## config.mk

```make
export PLATFORM = sky130hd
export DESIGN_NAME = if_fetch_unit
export DESIGN_NICKNAME = d
export VERILOG_FILES = /design/src/rtl/if_fetch_unit.sv
export SDC_FILE = /design/constraint.sdc
export NUM_CORES = 1
export LEC_CHECK = 0
export CAP_MARGIN = 20
export CORE_ASPECT_RATIO = 1.2
export CORE_UTILIZATION = 49
export CTS_CLUSTER_DIAMETER = 120
export DETAILED_ROUTE_END_ITERATION = 16
export PLACE_DENSITY = 0.79
export SLEW_MARGIN = 20
export SYNTH_ARGS = -nofsm -noshare
export SYNTH_HDL_FRONTEND = slang
export SYNTH_SLANG_ARGS = --single-unit
```

## constraint.sdc

```tcl
create_clock -name clk -period 4.8 [get_ports clk]
set_input_delay 0.48 -clock clk [delete_from_list [all_inputs] [get_ports clk]]
set_output_delay 0.48 -clock clk [all_outputs]
set_load 0.01 [all_outputs]
```

## src/rtl/if_fetch_unit.sv

```systemverilog
// Instruction fetch stage: owns the fetch PC, issues word requests to imem and
// buffers up to FIFO_DEPTH fetches; a flush redirects the PC and drops all
// in-flight/buffered fetches.
// Latency: instruction visible at instr_out the cycle its response arrives
// (response data bypasses into an empty-but-allocated head slot).
// Backpressure: stall holds the head slot; imem_req drops once registered
// occupancy (allocated slots + responses still to discard) reaches FIFO_DEPTH.
//
// Ports:
//   clk, rstn                  clock (rising edge), async active-low reset
//   stall, is_flush            hazard-unit stall, redirect request
//   redirect_pc                new fetch PC when is_flush=1 (low bits ignored)
//   imem_req/addr/gnt          request/grant towards instruction memory
//   imem_rvalid/rdata          in-order response from instruction memory
//   instr_out, PC_out          {instr, PC} pair towards the IF/ID register
//   fetch_valid                instr_out/PC_out carry a real fetch
module if_fetch_unit #(
  parameter logic [31:0] RESET_PC   = 32'h1c000000,
  parameter int          FIFO_DEPTH = 2,
  parameter logic [31:0] NOP_INSTR  = 32'h03400000
) (
  input  logic        clk,
  input  logic        rstn,
  input  logic        stall,
  input  logic        is_flush,
  input  logic [31:0] redirect_pc,
  output logic        imem_req,
  output logic [31:0] imem_addr,
  input  logic        imem_gnt,
  input  logic        imem_rvalid,
  input  logic [31:0] imem_rdata,
  output logic [31:0] instr_out,
  output logic [31:0] PC_out,
  output logic        fetch_valid
);

  localparam int PW = $clog2(FIFO_DEPTH);
  localparam int CW = PW + 1;
  localparam logic [CW:0] DEPTH_OCC = (CW + 1)'(FIFO_DEPTH);

  logic [31:0]           pc;
  logic [31:0]           slot_pc    [FIFO_DEPTH];
  logic [31:0]           slot_instr [FIFO_DEPTH];
  logic [FIFO_DEPTH-1:0] slot_filled;
  logic [PW-1:0]         alloc_ptr;
  logic [PW-1:0]         fill_ptr;
  logic [PW-1:0]         head_ptr;
  logic [CW-1:0]         alloc_cnt;
  logic [CW-1:0]         discard_cnt;

  logic [CW:0]           occupancy;
  logic                  grant;
  logic                  drop;
  logic                  fill_en;
  logic                  head_alloc;
  logic                  head_filled;
  logic                  bypass;
  logic                  pop;
  logic [CW-1:0]         filled_cnt;
  logic [CW-1:0]         unfilled_cnt;

  // Responses still owed to flushed requests count against capacity so that
  // they can never be mistaken for fetches from the redirected PC.
  assign occupancy = {1'b0, alloc_cnt} + {1'b0, discard_cnt};

  // rstn gating keeps the request low while reset is held.
  assign imem_req  = rstn && !is_flush && (occupancy < DEPTH_OCC);
  assign imem_addr = pc;

  assign grant   = imem_req && imem_gnt;
  assign drop    = (discard_cnt != '0);
  assign fill_en = imem_rvalid && !drop && !is_flush;

  // Fills are in order, so an allocated-but-unfilled head is always the
  // slot the fill pointer targets.
  assign head_alloc  = (alloc_cnt != '0);
  assign head_filled = head_alloc && slot_filled[head_ptr];
  assign bypass      = head_alloc && !slot_filled[head_ptr] && fill_en;

  always_comb begin
    instr_out   = NOP_INSTR;
    PC_out      = 32'h0;
    fetch_valid = 1'b0;
    if (head_filled) begin
      instr_out   = slot_instr[head_ptr];
      PC_out      = slot_pc[head_ptr];
      fetch_valid = 1'b1;
    end else if (bypass) begin
      instr_out   = imem_rdata;
      PC_out      = slot_pc[head_ptr];
      fetch_valid = 1'b1;
    end
  end

  assign pop = fetch_valid && !stall && !is_flush;

  // Only allocated slots ever carry filled=1, so unfilled = allocated - filled.
  always_comb begin
    filled_cnt = '0;
    for (int i = 0; i < FIFO_DEPTH; i++) begin
      filled_cnt = filled_cnt + CW'(slot_filled[i]);
    end
    unfilled_cnt = alloc_cnt - filled_cnt;
  end

  // Slot payload needs no reset: validity lives in alloc_cnt/slot_filled.
  always_ff @(posedge clk) begin
    if (grant) begin
      slot_pc[alloc_ptr] <= pc;
    end
    if (fill_en) begin
      slot_instr[fill_ptr] <= imem_rdata;
    end
  end

  always_ff @(posedge clk or negedge rstn) begin
    if (!rstn) begin
      pc          <= RESET_PC;
      slot_filled <= '0;
      alloc_ptr   <= '0;
      fill_ptr    <= '0;
      head_ptr    <= '0;
      alloc_cnt   <= '0;
      discard_cnt <= '0;
    end else if (is_flush) begin
      pc          <= redirect_pc & 32'hFFFF_FFFC;
      slot_filled <= '0;
      alloc_ptr   <= '0;
      fill_ptr    <= '0;
      head_ptr    <= '0;
      alloc_cnt   <= '0;
      // Every unfilled slot still has a response on its way; the one arriving
      // now is dropped here and so is not owed any more.
      discard_cnt <= discard_cnt + unfilled_cnt - CW'(imem_rvalid);
    end else begin
      if (grant) begin
        alloc_ptr <= alloc_ptr + PW'(1);
        pc        <= pc + 32'd4;
      end
      if (imem_rvalid && drop) begin
        discard_cnt <= discard_cnt - CW'(1);
      end
      if (fill_en) begin
        slot_filled[fill_ptr] <= 1'b1;
        fill_ptr              <= fill_ptr + PW'(1);
      end
      // Placed after the fill so a bypassed-and-popped slot ends up empty.
      if (pop) begin
        slot_filled[head_ptr] <= 1'b0;
        head_ptr              <= head_ptr + PW'(1);
      end
      alloc_cnt <= alloc_cnt + CW'(grant) - CW'(pop);
    end
  end

endmodule

```

==> out/results.txt, run 1 <==
The run finished with clean final reports. In this run the biggest area consumer among cell types represents 50.76% of the synthesized area. The sequential cells in the finished layout cover a total of 0.004707 mm^2. The count of maximum capacitance violations is 0, and the number of buffers added on ports is 161.

Summing over every cut layer, the via total after detailed routing is 5,291. In this run the static leakage power is 3.351 nW. Once placement finished, the instance area stood at 0.009143 mm^2.

In this run the power density over the cells is 372.1 mW/mm^2. The routed via count divided by cell count was 5.535; the number of hold violations in the final report was 0. Entering global routing, the biggest net connects 66 pins. Synthesis-to-layout area growth: 32.39%. The kind of cell with the highest combined delay on the critical path is simple AND/OR/NAND/NOR gates. The number of gates resized after CTS was 0. The number of fill cells in the layout was 1,065. In this run the worst hold path is classified as input port to asynchronous set/reset pin. Based on the critical path, the design can be clocked at up to 0.2989 GHz.

Setup violations remaining at the end of the flow were counted as 0. After layout, the worst path uses 69.70% of the clock period. For the data required time at the worst endpoint, the log shows 4.90 ns. 0 antenna diodes ended up in the layout. In this run the count of I/O pins placed on the die edge is 168. For the insertion delay to the later sink of the worst-skew pair, the log shows 0.42 ns.

Worst flop-to-flop path startpoint: alloc_cnt[0]$_DFF_PN0_. The final wirelength was 16,900 um; the count of cells along the worst register-to-register path was 7. The worst setup path is launched from a flip-flop. Measured along the x axis, the die boundary spans 113.7 um. The worst setup path is of the flip-flop to flip-flop kind. The logs give 5,348 for the via count of the first global-routing pass and 1.45 ns for the register-to-register setup slack. The nature of the critical path endpoint was a flip-flop. The number of buffers inserted to repair setup after CTS came out at 0.

The synthesized flop and latch total was 163. In this run the vertical extent of the chip is 136.0 um. The area taken by multi-input logic gates is 0.002444 mm^2, and the proportion of synthesized chip area in sequential cells is 64.11%.

The tools report the overall overflow remaining after global route as 0. Clock-pin slew was measured on the worst setup and hold paths at 0.07 ns. The largest area contributor in the netlist is sky130_fd_sc_hd__edfxtp_1. After synthesis, the cell types taking the most area are sky130_fd_sc_hd__edfxtp_1, sky130_fd_sc_hd__dfrtp_1, sky130_fd_sc_hd__mux2i_1, sky130_fd_sc_hd__o21ai_0, sky130_fd_sc_hd__nand2_1. Cell occurring most often along the worst timing path: sky130_fd_sc_hd__and2_1. For this run, the leading register cell type out of synthesis is sky130_fd_sc_hd__edfxtp_1. CTS built an H-tree with a depth of 4.

The hold buffer count at cts was 0. The first global-routing pass estimated 26,970 um of wire. The async set or reset register ratio after synthesis was 23.93%; the total DRC errors in the routed layout was 0. Across the routed clock network, the largest skew measured is 0.006937 ns. For the finished layout cell area, the log shows 0.009712 mm^2. After synthesis, the mean cell area works out to 12.54 um^2. The logs give 508 for the starting DRC count in detailed routing and 0.007336 mm^2 for the combined area of all synthesized cells.

The all-layer global routing usage was 22.78%. The largest individual stage delay along the critical path comes from the cell sky130_fd_sc_hd__nor2_2. In the synthesized netlist, the number of instances is 585. The count of nets left with antenna violations once routing finished came out at 0. By count the netlist is led by sky130_fd_sc_hd__edfxtp_1, sky130_fd_sc_hd__nand2_1, sky130_fd_sc_hd__mux2i_1, sky130_fd_sc_hd__nor2_1, sky130_fd_sc_hd__o21ai_0. The number of buffers and inverters on the critical path was 2; the maximum clock insertion buffer count was 2. Floorplan core area: 0.01447 mm^2.

Setup repair after global routing left no endpoint under its margin. The die area came out at 0.01547 mm^2. For this run, the post-layout net count is 822. The TritonCTS buffer count is 17, and the detailed placer's ending HPWL is 11,220 um. In this run, synthesis inferred 124 flip-flops with an integrated enable. The maximum fanout along the worst path is 38, and the biggest cell delay along the critical path is 0.63 ns. The number of sinks handled by clock tree synthesis is 163, and the shortest clock period the worst path allows after layout is 3.346 ns. The fraction of final layout cells with drive strength greater than 1 is 8.333%, and the routed length per placed instance is 17.68 um. Walking the worst path, the cells encountered are and2_1 -> fa_1 -> nor4b_4 -> and2_1 -> inv_2 -> nor2_2 -> buf_4.

Setup total negative slack on the finished layout was measured at 0 ns. The worst supply voltage drop on vdd is 0.2462 mV, and the starting density of the core is 50.68%. The number of placement rows came out at 48.

The logs give 0 for the max-slew violation count and 0 for the initial antenna violation count. The Yosys step of the flow raised 0 warnings. For this run, the detailed router's first-pass iteration total came to 5. At the pin with the least slew margin, the transition time is 1.091 ns.

Headroom to the max-slew limit came out at 27.26%. The most common cell in the synthesized netlist is sky130_fd_sc_hd__edfxtp_1. For the worst setup path, the data arrival time is 3.45 ns. Clock tree synthesis selected as its root buffer the cell sky130_fd_sc_hd__clkbuf_16.

The congestion estimate from routability-driven global placement came to 0.8855. In this run, distinct cell masters in the synthesized netlist total 53. The worst register-to-register path ends at slot_pc[0][18]$_DFFE_PP_. TritonCTS built the clock tree.
## stage by stage
stage | power [mW] | hold slack, ns | instances | setup WS (ns) | utilization [%]
floorplan | 2.075 | 0.1844 | 588 | 1.051 | -
detailed placement | 2.354 | 0.5230 | 924 | 1.463 | 63.17
global placement | 2.325 | 0.5312 | 924 | 1.579 | 63.11
finish | 3.614 | 0.1375 | 956 | 1.454 | 67.10
global route | 3.764 | 0.1680 | 956 | 1.281 | 67.10
CTS | 3.637 | 0.1367 | 956 | 1.441 | 67.08
## worst register-to-register path, stage by stage (launching register included)
cell,delay (ns)
sky130_fd_sc_hd__dfrtp_1,0.51
sky130_fd_sc_hd__and2_1,0.20
sky130_fd_sc_hd__fa_1,0.46
sky130_fd_sc_hd__nor4b_4,0.36
sky130_fd_sc_hd__and2_1,0.21
sky130_fd_sc_hd__inv_2,0.25
sky130_fd_sc_hd__nor2_2,0.63
sky130_fd_sc_hd__buf_4,0.40
## cells by family (layout without fill, tap and decap cells)
kind of cell	Yosys count	in the layout	synth area share [%]
AOI/OAI and AO/OA	99	99	8.511
adders and majority gates	9	9	1.842
buffers and inverters	51	219	3.138
muxes	65	65	8.954
xor gates and xnor gates	12	12	1.433
other	1	4	0.05112
and+or+nand+nor	185	185	11.96
DFF	163	163	64.11
## registers in the layout, summed over array words and instances, names as in the netlist
| name | count |
|---|---|
| slot_filled | 2 |
| slot_instr | 64 |
| head_ptr | 1 |
| alloc_cnt | 2 |
| slot_pc | 60 |
| imem_addr | 30 |
| fill_ptr | 1 |
| alloc_ptr | 1 |
| discard_cnt | 2 |
## layout by cell type, fill, tap and decap left out, types with 10 or more instances in the layout
master	count
sky130_fd_sc_hd__nand2_1	66
sky130_fd_sc_hd__nor2_1	51
sky130_fd_sc_hd__mux2i_1	60
sky130_fd_sc_hd__clkdlybuf4s50_1	159
sky130_fd_sc_hd__edfxtp_1	124
sky130_fd_sc_hd__inv_1	13
sky130_fd_sc_hd__nand3_1	17
sky130_fd_sc_hd__clkbuf_16	17
sky130_fd_sc_hd__buf_4	12
sky130_fd_sc_hd__o21ai_0	53
sky130_fd_sc_hd__dfrtp_1	35
sky130_fd_sc_hd__nand4_1	10
## final cells by class
cell class              count  share of cell area (%)
clock buffers              19                   4.561
clock inverters            13                   1.275
inverters                  14                  0.5411
multi-input cells         374                   25.16
flip-flops and latches    163                   48.47
well taps                 200                   2.577
repair buffers            173                   17.42
## power breakdown
| part | leakage, nW | switching (mW) | internal, mW |
|---|---|---|---|
| Combinational | 1.48 | 0.287 | 0.279 |
| Clock | 0.272 | 0.552 | 0.734 |
| Sequential | 1.60 | 0.104 | 1.66 |
| Total | 3.35 | 0.944 | 2.67 |
## worst max path at each step
stage	slack [ns]	cells past startpoint	startpoint	end
floorplan	1.05	9	alloc_cnt[0]$_DFF_PN0_	slot_pc[0][10]$_DFFE_PP_
global placement	1.58	7	alloc_cnt[0]$_DFF_PN0_	slot_pc[0][15]$_DFFE_PP_
detailed placement	1.46	7	alloc_cnt[0]$_DFF_PN0_	slot_pc[0][18]$_DFFE_PP_
CTS	1.44	7	alloc_cnt[0]$_DFF_PN0_	slot_pc[0][29]$_DFFE_PP_
global route	1.28	7	alloc_cnt[0]$_DFF_PN0_	slot_pc[0][27]$_DFFE_PP_
finish	1.45	7	alloc_cnt[0]$_DFF_PN0_	slot_pc[0][18]$_DFFE_PP_
## metal layers
metal,up-vias,track usage [%],routed length [um]
met1,2578,27.81,6886
met3,18,6.331,1250
li1,2471,-,-
met2,224,38.69,8538
met5,-,0,0
met4,0,8.187,224
Note: power is estimated with default switching activity, not from simulation.
==> run 2, diff against run 1 <==
clock period = 3.4 ns   (was 4.8 ns; I/O delays follow)
==> run 2 against run 1 <==
Against the previous run:
- wire length up 1.8%
- total power up 42%
- sequential share of layout area down 0.19 points
- highest routed layer unchanged
- sequential power up 41%
- largest power group unchanged
- first-iteration DRC count down 37%
- worst hold slack worse by 0.13 ns
- clock skew up 0.0082 ns
- utilization up 0.27 points
- global-route usage up 0.58 points
- die area unchanged
- clock power up 43%
- critical endpoint is now instr_out[7]
- setup slack worse by 1.1 ns
==> out/results.txt, run 2 (synthesized netlist as in run 1, its figures left out) <==
The tools report the startpoint class of the critical path as a flip-flop. The leakage power total is 3.378 nW (+0.81%), and the number of flip-flops in the largest register is 64 (unchanged). The tools report the cell at the root of the clock tree as sky130_fd_sc_hd__clkbuf_16.

The worst register-to-register path begins at alloc_cnt[0]$_DFF_PN0_. The clock network fraction of design power is 36.0% (+0.4 points), and the number of placed cells counting well taps is 929 (+0.54%). The number of placement rows came out at 48 (unchanged).

The nature of the critical path endpoint is a primary output. The first-pass iteration count of the detailed router is 5 (unchanged), and the maximum achievable frequency is 0.3287 GHz. The run gives 17 (unchanged) as the TritonCTS buffer count.

The run gives 11,390 um (+1.5%) as the detailed placer's ending HPWL. The count of maximum capacitance violations is 0 (unchanged). The run finished with clean final reports.

The overall die width was 113.7 um (unchanged). The die area came out at 0.01547 mm^2 (unchanged). The pin slew with the least headroom to its limit was 0.7074 ns (-0.3837 ns); the design internal power was 3.767 mW (+41%).

The placer congestion estimate was 0.8594 (-2.9%); the total number of H-tree levels was 4 (unchanged). The shortest clock period the worst path allows after layout was 3.042 ns; the total DRC errors in the routed layout was 0 (unchanged). The routed via count divided by cell count was 5.521 (-0.24%). The number of buffers added on ports works out to 161 (unchanged). The register name with the most flops is slot_instr.

Proportion of total power due to net switching: 26.76% (+0.65 points). The via count of the first global-routing pass was 5,432 (+1.6%); the data required time at the worst endpoint was 3.06 ns (-1.84 ns). The logs give 961 (+0.52%) for the non-filler instance count after layout and 0.01447 mm^2 (unchanged) for the floorplan core area.

The die extent in y works out to 136.0 um (unchanged). The class of the tightest hold or removal check is input port to asynchronous set/reset pin. The startpoint of the most critical setup path is discard_cnt[0]$_DFFE_PN0P_. The logs give 48.3% (-0.4 points) for the fraction of power consumed by sequential logic and 163 (unchanged) for the number of sinks handled by clock tree synthesis.

Maximum fanout along the worst path: 29 (-24%). Count of vias placed by the detailed router: 5,306 (+0.28%). For the data arrival time of the worst path, the log shows 2.70 ns (-0.75 ns). The run gives 0 (unchanged) as the number of hold violations in the final report.

All-layer global routing usage: 23.37% (+0.58 points). The insertion delay to the later sink of the worst-skew pair was 0.43 ns (about the same). The final worst-path cycle share came out at 89.48%. Leaving out fill and tap cells, the most frequent cells in the layout are sky130_fd_sc_hd__clkdlybuf4s50_1, sky130_fd_sc_hd__edfxtp_1, sky130_fd_sc_hd__nand2_1.

Maximum clock insertion buffer count: 2 (unchanged). Fraction of final layout cells with drive strength greater than 1: 9.067% (+0.73 points). Synthesis-to-layout area growth: 32.92%. The logs give 40 (-39%) for the pin count of the biggest net entering global routing and 5.143 mW (+42%) for the sum of internal, switching and leakage power. The final wirelength came out at 17,210 um (+1.8%).

The pre-CTS setup slack came out at 0.4826 ns (-0.9805 ns). The total power per unit cell area came out at 527.5 mW/mm^2 (+42%). For the remaining antenna violation count, the log shows 0 (unchanged). The logs give 0.2793 mV (+13%) for the worst supply voltage drop on vdd and 0 ns (unchanged) for the sum of negative setup slack. Net load switching power: 1.376 mW (+46%).

The post-route worst setup slack is 0.3576 ns (-1.097 ns), and the worst-case hold slack is 0.01170 ns (-0.1258 ns). The total I/O pin count was 168 (unchanged); the routed length per placed instance was 17.91 um (+1.3%). The tools report the max-slew violation count as 0 (unchanged). TritonCTS built the clock tree. The logs give 322 (-37%) for the starting DRC count in detailed routing and 0 (unchanged) for the hold buffer count at cts.

The setup violation total in the final timing report is 0 (unchanged), and the number of fill cells in the layout is 1,102 (+3.5%). The initial antenna violation count was 0 (unchanged). The overall overflow remaining after global route came out at 0 (unchanged).

The clock tree skew after final layout was 0.01512 ns (+0.008187 ns). Worst max-slew margin expressed relative to the limit: 52.47% (+25 points). The run gives 0 (unchanged) as the number of buffers inserted to repair setup after CTS. The starting density of the core came out at 50.68% (unchanged).

The number of gates resized after CTS was 0 (unchanged). For the first-pass GRT wire length, the log shows 27,570 um (+2.2%). The critical path in this run is classified as flip-flop to primary output.

The library cell used most frequently in the layout, excluding fill and tap cells, is sky130_fd_sc_hd__clkdlybuf4s50_1. The clock-pin slew on the worst setup and hold paths was 0.07 ns (about the same); the diode insertion count for antenna repair was 0 (unchanged). The share of power burned in combinational logic came out at 15.8% (about the same). Setup repair after global routing left no endpoint under its margin. The number of nets in the final layout was 827 (+0.61%).
## run 2: worst paths after layout
kind                                                 end  slack (ns)  depth (start not counted)
max in group asynchronous           head_ptr$_DFFE_PN0P_        3.00                          2
worst min-delay path            imem_addr[8]$_DFFE_PN0P_        0.01                          2
worst max register to register    alloc_cnt[1]$_DFF_PN0_        0.48                         10
worst min register to register  slot_pc[1][31]$_DFFE_PP_        0.54                          0
worst max-delay path                        instr_out[7]        0.36                          9
min in group clk                  alloc_cnt[1]$_DFF_PN0_        0.29                          2
## run 2: worst max-delay path, stage by stage (launching register included)
cell	delay (ns)
sky130_fd_sc_hd__dfrtp_1	0.37
sky130_fd_sc_hd__inv_1	0.14
sky130_fd_sc_hd__ha_1	0.20
sky130_fd_sc_hd__and3b_1	0.21
sky130_fd_sc_hd__o21ai_0	0.13
sky130_fd_sc_hd__nor2_2	0.10
sky130_fd_sc_hd__buf_4	0.31
sky130_fd_sc_hd__nand2_1	0.11
sky130_fd_sc_hd__o21ai_0	0.12
sky130_fd_sc_hd__clkdlybuf4s50_1	0.58
## run 2: final cells by class
type / instances / area, um^2 / area share (%)
flip-flops and latches: 163 / 4707 / 48.27
well taps: 200 / 250.2 / 2.566
repair buffers: 178 / 1729 / 17.73
clock buffers: 18 / 429.2 / 4.401
multi-input cells: 374 / 2442 / 25.05
inverters: 14 / 52.55 / 0.5389
clock inverters: 14 / 140.1 / 1.437
## run 2: through the flow
| step | area (um^2) | utilization, % |
|---|---|---|
| detailed placement | 9179 | 63.42 |
| CTS | 9748 | 67.35 |
| global placement | 9179 | 63.42 |
| global route | 9751 | 67.37 |
| floorplan | 7355 | - |
| finish | 9751 | 67.37 |
## run 2: per-layer routing
| layer | routed length (um) | GRT usage, % | part of all wire [%] |
|---|---|---|---|
| met1 | 6804 | 27.42 | 40 |
| met3 | 1229 | 5.662 | 7.1 |
| met5 | 0 | 0 | 0 |
| met4 | 232 | 8.480 | 1.3 |
| met2 | 8943 | 41.53 | 52 |
## run 2: power groups by stage
stage               logic, mW  registers [mW]  clock network, mW
floorplan               0.433            2.50                  0
global placement        0.778            2.51                  0
detailed placement      0.807            2.52                  0
CTS                     0.817            2.48               1.88
global route            0.893            2.50               1.96
finish                  0.811            2.48               1.85
==> run 3, diff against run 2 <==
CORE_MARGIN = 1.5   (was default)
==> run 3 against run 2 <==
Against the previous run:
- first-iteration DRC count down 9.6%
- fmax down 1.9%
- non-clock buffer count up 1
- setup slack worse by 0.058 ns
- clock skew down 0.0097 ns
- critical path type unchanged
==> out/results.txt, run 3 (synthesized netlist as in run 1, its figures left out) <==
The run finished with clean final reports. The floorplan core area is 0.01453 mm^2 (+0.41%). The run gives 1 (+1) as the initial antenna violation count. The number of placed cells counting well taps is 929 (unchanged). The worst setup path is of the flip-flop to primary output kind. For the setup violation total in the final timing report, the log shows 0 (unchanged). Die extent in y: 137.0 um (+0.74%). In the layout the commonest cells are sky130_fd_sc_hd__clkdlybuf4s50_1, sky130_fd_sc_hd__edfxtp_1, sky130_fd_sc_hd__nand2_1.

The cell at the root of the clock tree was sky130_fd_sc_hd__clkbuf_16. The worst max-slew margin expressed relative to the limit is 47.24% (-5.2 points), and the number of buffers and inverters on the critical path is 3 (unchanged). Number of nets in the final layout: 828 (+0.12%). The insertion delay to the later sink of the worst-skew pair was 0.42 ns (about the same). STA classifies the critical path endpoint as a primary output. The maximum fanout along the worst path is 18 (-38%). Number of hold violations in the final report: 0 (unchanged). The clock-pin slew on the worst setup and hold paths is 0.06 ns (about the same). The class of the tightest hold or removal check was input port to flip-flop.

Total DRC errors in the routed layout: 0 (unchanged). The non-filler instance count after layout was 962 (+0.10%); the total number of H-tree levels was 4 (unchanged). The worst setup path is launched from a flip-flop. The diode insertion count for antenna repair is 0 (unchanged). The run gives 0 (unchanged) as the number of buffers inserted to repair setup after CTS. For the via count of the first global-routing pass, the log shows 5,405 (-0.50%).

The final wirelength came out at 16,950 um (-1.5%). The leading cell type in the layout, fill and taps excluded was sky130_fd_sc_hd__clkdlybuf4s50_1. The maximum clock insertion buffer count came out at 2 (unchanged). The maximum achievable frequency was 0.3226 GHz (-1.9%); the routed via count divided by cell count was 5.564 (+0.78%). The routed length per placed instance is 17.62 um (-1.6%). The max-slew violation count came out at 0 (unchanged). The clock tree skew after final layout was 0.005424 ns (-0.009700 ns). The run gives 3.399 nW (+0.61%) as the leakage power total. Register name with the most flops: slot_instr.

The worst supply voltage drop on vdd is 0.3435 mV (+23%), and the sum of negative setup slack is 0 ns (unchanged). Walking the worst path, the cells encountered are inv_1 -> ha_1 -> and3b_1 -> o22ai_4 -> buf_4 -> nor2_1 -> clkdlybuf4s50_1. The number of placement rows came out at 48 (unchanged). TritonCTS built the clock tree. For the total I/O pin count, the log shows 168 (unchanged).

The starting DRC count in detailed routing came out at 291 (-9.6%). The tools report the detailed placer's ending HPWL as 11,450 um (+0.52%). For the pin count of the biggest net entering global routing, the log shows 66 (+65%). The synthesis-to-layout area growth was 33.98%; the pin slew with the least headroom to its limit was 0.7914 ns (+0.08397 ns). The logs give 22.61% (-0.76 points) for the all-layer global routing usage and 0.01572 mm^2 (+1.6%) for the die area.

Setup repair after global routing left no endpoint under its margin. The tools report the starting density of the core as 50.47% (-0.21 points). The final worst-path cycle share came out at 91.18% (+1.7 points). The placer congestion estimate is 0.8544 (-0.58%), and the remaining antenna violation count is 0 (unchanged). The tools report the TritonCTS buffer count as 17 (unchanged). The overall die width was 114.7 um (+0.88%); the number of flip-flops in the largest register was 64 (unchanged). The number of sinks handled by clock tree synthesis came out at 163 (unchanged). Kind of cell with the highest combined delay on the critical path: buffers and inverters. On the critical path, the stage with the largest delay is an instance of sky130_fd_sc_hd__clkdlybuf4s50_1. Total power per unit cell area: 535.0 mW/mm^2 (+1.4%).

The tools report the count of maximum capacitance violations as 0 (unchanged). The tools report the first-pass GRT wire length as 27,100 um (-1.7%). The shortest clock period the worst path allows after layout works out to 3.100 ns (+0.05762 ns). The fraction of final layout cells with drive strength greater than 1 came out at 8.793% (-0.27 points). For the first-pass iteration count of the detailed router, the log shows 5 (unchanged).

The data required time at the worst endpoint is 3.06 ns (about the same), and the data arrival time of the worst path is 2.76 ns (+0.06 ns). The overall overflow remaining after global route was 0 (unchanged); the number of buffers added on ports was 161 (unchanged). The count of vias placed by the detailed router is 5,353 (+0.89%), and the biggest cell delay along the critical path is 0.50 ns (-0.08 ns).
==> run 3: worst min-delay path: cells and delay by family <==
family / cells / cell delay, ns
buf+inv: 1 / 0.39
simple gates: 2 / 0.12
==> run 3: worst paths after layout <==
kind	startpoint	end	slack, ns	depth (start not counted)
setup reg to reg	alloc_cnt[0]$_DFF_PN0_	imem_addr[25]$_DFFE_PN0P_	0.43	9
min in group asynchronous	rstn	imem_addr[12]$_DFFE_PN0P_	0.60	3
setup / recovery	discard_cnt[1]$_DFFE_PN0P_	PC_out[17]	0.30	7
hold reg to reg	imem_addr[28]$_DFFE_PN1P_	slot_pc[1][28]$_DFFE_PP_	0.56	0
max in group asynchronous	rstn	head_ptr$_DFFE_PN0P_	2.41	3
hold / removal	redirect_pc[17]	imem_addr[17]$_DFFE_PN0P_	0.47	3
==> run 3: cell type report <==
class | count | area, um^2
repair buffers | 179 | 1755
fillers | 1107 | 4706
clock inverters | 13 | 172.7
clock buffers | 19 | 442.9
inverters | 14 | 52.55
multi-input cells | 374 | 2447
flip-flops and latches | 163 | 4707
well taps | 200 | 250.2
==> run 3: where the power goes <==
part | leakage (nW) | total [mW] | switching (mW) | internal (mW)
clock network | 0.300 | 1.96 | 0.771 | 1.19
registers | 1.60 | 2.49 | 0.147 | 2.34
logic | 1.50 | 0.815 | 0.413 | 0.403
total | 3.40 | 5.26 | 1.33 | 3.93
==> run 3: layer usage <==
metal	track usage, %	routed length, um	vias to the layer above
met5	0	13	-
met4	9.053	341	2
met3	6.377	1331	34
met2	38.12	8459	246
met1	27.54	6805	2595
li1	-	-	2476
==> run 3: repair_timing <==
action                                  CTS  global route
resized for setup                         0             1
endpoints found under the hold margin     8             0
hold buffers                              1             0
endpoints found under the setup margin    0            16
==> run 3: per-stage QoR <==
step | power, mW | hold slack [ns] | util [%] | setup WS (ns) | area, um^2
finish | 5.258 | 0.4710 | 67.62 | 0.3000 | 9828
global placement | 3.292 | 0.4494 | 63.24 | 0.4328 | 9191
global route | 5.471 | 0.4745 | 67.62 | 0.1102 | 9828
floorplan | 2.929 | 0.04441 | - | 0.1448 | 7355
detailed placement | 3.334 | 0.4600 | 63.24 | 0.3656 | 9191
CTS | 5.298 | 0.4554 | 67.54 | 0.04470 | 9817
